--- src/rtl/sdram_host_sequencer.sv ---
// SDRAM host sequencer: arbitrates host read/write requests against periodic
// auto-refresh, drives a single-command controller interface and returns one
// completion pulse per host access.
module sdram_host_sequencer #(
  parameter int unsigned REF_PERIOD   = 1560,
  parameter int unsigned REF_MAX_PEND = 8
) (
  input  logic        clk_200MHz_i,
  input  logic        reset_i,
  // host request
  input  logic        req_valid_i,
  output logic        req_ready_o,
  input  logic        req_we_i,
  input  logic [24:0] req_addr_i,
  input  logic [15:0] req_data_i,
  input  logic        req_ub_i,
  input  logic        req_lb_i,
  // host completion
  output logic        rsp_valid_o,
  output logic        rsp_we_o,
  output logic [15:0] rsp_data_o,
  // controller status
  input  logic        ctl_ready_i,
  input  logic        ctl_done_i,
  input  logic [15:0] ctl_data_i,
  // controller command
  output logic        ctl_rw_o,
  output logic        ctl_we_o,
  output logic        ctl_refresh_o,
  output logic [24:0] ctl_addr_o,
  output logic [15:0] ctl_data_o,
  output logic        ctl_ub_o,
  output logic        ctl_lb_o,
  // refresh health
  output logic        ref_ovf_o
);

  localparam int unsigned TW = (REF_PERIOD > 1) ? $clog2(REF_PERIOD) : 1;
  localparam int unsigned PW = $clog2(REF_MAX_PEND + 1);
  localparam logic [TW-1:0] TIMER_RELOAD = TW'(REF_PERIOD - 1);
  localparam logic [PW-1:0] PEND_MAX     = PW'(REF_MAX_PEND);

  typedef enum logic [1:0] {
    ST_INIT,
    ST_IDLE,
    ST_ACCESS,
    ST_REFRESH
  } state_t;

  state_t        state;
  logic [TW-1:0] timer;
  logic          timer_run;
  logic          tick;
  logic          ref_done;
  logic [PW-1:0] pend_cnt;
  logic          acc_we;

  assign tick        = timer_run && (timer == '0);
  assign ref_done    = (state == ST_REFRESH) && ctl_done_i;
  assign req_ready_o = (state == ST_IDLE) && (pend_cnt == '0);

  // Refresh interval timer: armed when the controller finishes init, then free-running
  always_ff @(posedge clk_200MHz_i or posedge reset_i) begin
    if (reset_i) begin
      timer_run <= 1'b0;
      timer     <= '0;
    end else if (state == ST_INIT) begin
      if (ctl_ready_i) begin
        timer_run <= 1'b1;
        timer     <= TIMER_RELOAD;
      end
    end else if (timer_run) begin
      timer <= tick ? TIMER_RELOAD : timer - 1'b1;
    end
  end

  // Pending-refresh bookkeeping; a tick coinciding with a completed refresh cancels out
  always_ff @(posedge clk_200MHz_i or posedge reset_i) begin
    if (reset_i) begin
      pend_cnt  <= '0;
      ref_ovf_o <= 1'b0;
    end else if (tick && !ref_done) begin
      if (pend_cnt == PEND_MAX) begin
        ref_ovf_o <= 1'b1;
      end else begin
        pend_cnt <= pend_cnt + 1'b1;
      end
    end else if (!tick && ref_done && (pend_cnt != '0)) begin
      pend_cnt <= pend_cnt - 1'b1;
    end
  end

  // Main sequencer with registered controller command and host completion outputs
  always_ff @(posedge clk_200MHz_i or posedge reset_i) begin
    if (reset_i) begin
      state         <= ST_INIT;
      acc_we        <= 1'b0;
      rsp_valid_o   <= 1'b0;
      rsp_we_o      <= 1'b0;
      rsp_data_o    <= '0;
      ctl_rw_o      <= 1'b0;
      ctl_we_o      <= 1'b1;
      ctl_refresh_o <= 1'b0;
      ctl_addr_o    <= '0;
      ctl_data_o    <= '0;
      ctl_ub_o      <= 1'b0;
      ctl_lb_o      <= 1'b0;
    end else begin
      rsp_valid_o <= 1'b0;
      case (state)
        ST_INIT: begin
          if (ctl_ready_i) begin
            state <= ST_IDLE;
          end
        end
        ST_IDLE: begin
          if (pend_cnt != '0) begin
            state         <= ST_REFRESH;
            ctl_refresh_o <= 1'b1;
          end else if (req_valid_i) begin
            state      <= ST_ACCESS;
            acc_we     <= req_we_i;
            ctl_rw_o   <= 1'b1;
            ctl_we_o   <= ~req_we_i;
            ctl_addr_o <= req_addr_i;
            ctl_data_o <= req_data_i;
            ctl_ub_o   <= req_ub_i;
            ctl_lb_o   <= req_lb_i;
          end
        end
        ST_ACCESS: begin
          if (ctl_done_i) begin
            state       <= ST_IDLE;
            ctl_rw_o    <= 1'b0;
            ctl_we_o    <= 1'b1;
            rsp_valid_o <= 1'b1;
            rsp_we_o    <= acc_we;
            rsp_data_o  <= acc_we ? '0 : ctl_data_i;
          end
        end
        ST_REFRESH: begin
          if (ctl_done_i) begin
            state         <= ST_IDLE;
            ctl_refresh_o <= 1'b0;
          end
        end
        default: begin
          state <= ST_INIT;
        end
      endcase
    end
  end

endmodule

--- config.mk ---
export PLATFORM = sky130hd
export DESIGN_NAME = sdram_host_sequencer
export DESIGN_NICKNAME = d
export VERILOG_FILES = /design/src/rtl/sdram_host_sequencer.sv
export SDC_FILE = /design/constraint.sdc
export NUM_CORES = 1
export LEC_CHECK = 0
export CORE_MARGIN = 2
export CORE_UTILIZATION = 45
export DETAILED_ROUTE_END_ITERATION = 10
export PLACE_DENSITY = 0.8
export SYNTH_ARGS = -nofsm -noshare
export SYNTH_HDL_FRONTEND = slang
export SYNTH_SLANG_ARGS = --single-unit
--- constraint.sdc ---
create_clock -name clk_200MHz_i -period 3.1 [get_ports clk_200MHz_i]
set_input_delay 0.62 -clock clk_200MHz_i [delete_from_list [all_inputs] [get_ports clk_200MHz_i]]
set_output_delay 0.62 -clock clk_200MHz_i [all_outputs]
set_load 0.02 [all_outputs]
==> results of run 1 <==
state kept, by name, indices dropped and copies added, names as in the netlist:
name and count:
ctl_addr_o 25, ctl_data_o 16, acc_we 1, pend_cnt 4
timer 11, ctl_rw_o 1, rsp_data_o 16, ctl_we_o 1
ctl_ub_o 1, rsp_we_o 1, ref_ovf_o 1, timer_run 1
ctl_lb_o 1, state 2, rsp_valid_o 1, ctl_refresh_o 1
how the worst min path moves through the flow:
stage	slack, ns	to	startpoint	cells past startpoint
5_1_grt	0.51	rsp_data_o[9]	rsp_data_o[9]	2
3_3_place_gp	0.46	ctl_rw_o	ctl_rw_o	2
3_5_place_dp	0.47	rsp_data_o[12]	rsp_data_o[12]	2
6_report	0.49	rsp_data_o[15]	rsp_data_o[15]	2
4_1_cts	0.49	rsp_data_o[12]	rsp_data_o[12]	2
2_1_floorplan	0.48	timer_run	timer_run	1
cells by family (layout without fill, tap and decap cells):
logic type / after synthesis / in the layout
and+or+nand+nor: 93 / 93
DFF: 84 / 84
AOI/OAI and AO/OA: 50 / 50
muxes: 46 / 46
buffers and inverters: 22 / 162
xor gates and xnor gates: 9 / 9
adders and majority gates: 5 / 5
cell usage in the layout (no fill, tap or decap), types with 3 or more instances in the layout:
master             n
nor2_1             7
xor2_1             3
mux2_2            44
ha_1               4
buf_4              6
nand2b_1          16
o211ai_1           3
inv_1              7
nor3_1             8
or2_2              3
clkdlybuf4s50_1  130
nand3_1            5
nand2_1           36
o21ai_0           25
and2_1             3
xnor2_1            6
a31oi_1            7
dfrtp_1           83
clkbuf_8          10
clkinv_4           3
per-layer routing:
| metal | share of wire, % | up-vias | GRT usage (%) | wire length [um] |
|---|---|---|---|---|
| met5 | 0 | - | 0 | 0 |
| met4 | 1.6 | 0 | 7.13 | 139 |
| met3 | 7.8 | 13 | 5.43 | 678 |
| met2 | 50 | 108 | 33.0 | 4350 |
| met1 | 40 | 1359 | 24.0 | 3520 |
| li1 | - | 1358 | - | - |
through the flow:
step	area, um^2	hold slack, ns
finish	5350	0.488
global route	5350	0.510
CTS	5350	0.490
detailed placement	5170	0.470
global placement	5170	0.459
floorplan	3720	0.480
where the power goes:
part / internal, W / leakage (nW) / switching, W / total (W)
registers: 0.00151 / 1.06 / 0.000335 / 0.00185
logic: 0.00107 / 1.20 / 0.00104 / 0.00211
clock network: 0.000318 / 0.0928 / 0.000397 / 0.000715
total: 0.00290 / 2.36 / 0.00177 / 0.00468
critical path: stages, from the launching register on:
cell	delay, ns
dfrtp_1	0.51
or3_1	0.55
nor3_1	0.27
clkdlybuf4s50_1	0.68
final cells by class:
type	instances	area [um^2]	share of cell area [%]
Tap cell	105	131	2.45
Multi-Input combinational cell	203	1530	28.6
Sequential cell	84	2100	39.3
Inverter	9	35.0	0.654
Clock inverter	6	47.5	0.888
Clock buffer	10	138	2.57
Timing Repair Buffer	137	1370	25.5
synth_stat cells (2+ instances only):
master	instances
o2111ai_1	2
nor4_1	2
o21ai_0	25
nand3_1	5
inv_1	8
and2_1	3
mux2_2	44
o211ai_1	3
or4_4	2
nand3b_1	2
nor2_1	7
nor3_1	8
nand2_1	36
xor2_1	3
o311a_2	2
a31oi_1	7
clkbuf_1	9
or2_2	3
xnor2_1	6
dfrtp_1	83
o21ai_1	2
nand2b_1	16
buf_2	4
ha_1	4
nor4_4	2
==> flow_metrics.py, run 1 <==
metrics = {
    "routing": {
        "postRouteAntennaNets": 0,
        "initialDrtViolationCount": 91,
        "drt-total-wl_um": 8690,
        "wire_per_inst_um": 15.7,
        "first_pass_iters": 5,
        "drt-vias-per-instance": 5.12,
        "drc": 0,
        "dr_total_vias": 2838,
    },
    "min_path": {
        "min_path_type": "flip-flop to flip-flop",
    },
    "synthesis": {
        "synth-edff-count": 0,
        "synth_cell_types": 46,
        "muxShareOfSynthArea_pct": 14.2,
        "synthAdderAreaFrac_pct": 1.88,
        "yosysWarnings": 0,
        "synth_cells": 309,
        "synth_compound_area_share_pct": 8.70,
        "ys.flop_type": "dfrtp_1",
        "synth_top_area_share_pct": 55.8,
        "avgSynthCellArea_um2": 12.1,
        "netlist_area_mm2": 0.00372,
        "synth_top_cell_by_area": "dfrtp_1",
        "seq_area_frac_synth_pct": 56.5,
        "synth.area.top_cells": "dfrtp_1, mux2_2, nand2_1, o21ai_0, nand2b_1",
        "synth_seq_cells": 84,
        "ys_async_sr_fraction_pct": 100,
        "synth_nets": 379,
        "synth_xor_area_share_pct": 2.12,
        "synth_top_family_by_area": "simple AND/OR/NAND/NOR gates",
        "synth-simple-area-share_pct": 14.3,
    },
    "power_and_ir_drop": {
        "p_total_w": 0.00468,
        "max-vdd-ir-drop_mv": 0.512,
        "power_density_mw_per_mm2": 874,
        "p_leak_nw": 2.36,
    },
    "clock_tree": {
        "clock_sinks": 84,
        "path_clk_slew_ns": 0.08,
        "cts_tree": "yes",
        "ctsResizeCount": 0,
        "cts_max_level": 3,
        "cts_setup_buffers": 0,
        "hold_buffers": 0,
        "cts-root-buf": "clkbuf_8",
        "cts_buffer_depth": 2,
        "cts-buffers-inserted": 9,
        "clk_latency_ns": 0.35,
    },
    "setup_path": {
        "regToRegEndpoint": "pend_cnt[3]",
        "cp-startpoint": "pend_cnt[0]",
        "reg2reg_depth": 9,
        "required_ns": 2.48,
        "rrSetupSlack_ns": 0.24,
        "path_class": "flip-flop to primary output",
        "cp_max_fo": 8,
        "r2r_start": "timer[6]",
        "end_kind": "primary output",
        "start_kind": "flip-flop",
        "cp-endpoint": "req_ready_o",
        "arrival_ns": 2.35,
    },
    "sta": {
        "post-route-period-util_pct": 95.8,
        "tightest_slew_ns": 0.565,
        "rsz0062_at_grt": "no",
        "fin_crit_ns": 2.97,
        "slew_headroom_pct": 62.3,
        "finalWorstSetupSlack_ns": 0.131,
        "finalSetupViolCount": 0,
        "hold_viol": 0,
        "finalMaxSlewViolations": 0,
        "max_freq_mhz": 337,
        "clock_skew_ns": 0.00931,
        "setup_tns_ns": 0,
    },
    "global_routing": {
        "gr-total-overflow": 0,
        "grt_max_degree": 46,
        "grt_pass1_vias": 2751,
        "grt_usage_pct": 19.5,
        "antenna_found_initial": 0,
        "grt_pass1_wl_um": 13600,
    },
    "cells_and_area": {
        "fin_util_pct": 65.8,
        "synthToLayoutAreaGrowth_pct": 43.8,
        "nets": 514,
        "fillers": 627,
        "drive_gt1_share_pct": 19.2,
        "diodes": 0,
        "stdcell_count": 554,
    },
    "place": {
        "dp_cells": 538,
        "place_congestion": 0.834,
        "dpl_worst_slack_ns": 0.112,
        "numPortBuffers": 130,
        "post-dp-hpwl_um": 6480,
    },
    "outcome": {
        "run_status": "finished, final reports clean",
    },
    "die": {
        "die_w_um": 95.0,
        "pin_count": 131,
        "dieArea_mm2": 0.00902,
        "start_util_pct": 45.8,
        "std_cell_rows": 33,
        "chipHeight_um": 95.0,
        "core_mm2": 0.00813,
    },
    "job": {
        "drv_cap": 0,
    },
}
Note: power is estimated with default switching activity, not from simulation.
==> run 2: changes to the inputs <==
- SLEW_MARGIN: not set -> 20
==> results of run 2 <==
No change in the layout: final DEF, timing and power equal those of run 1.
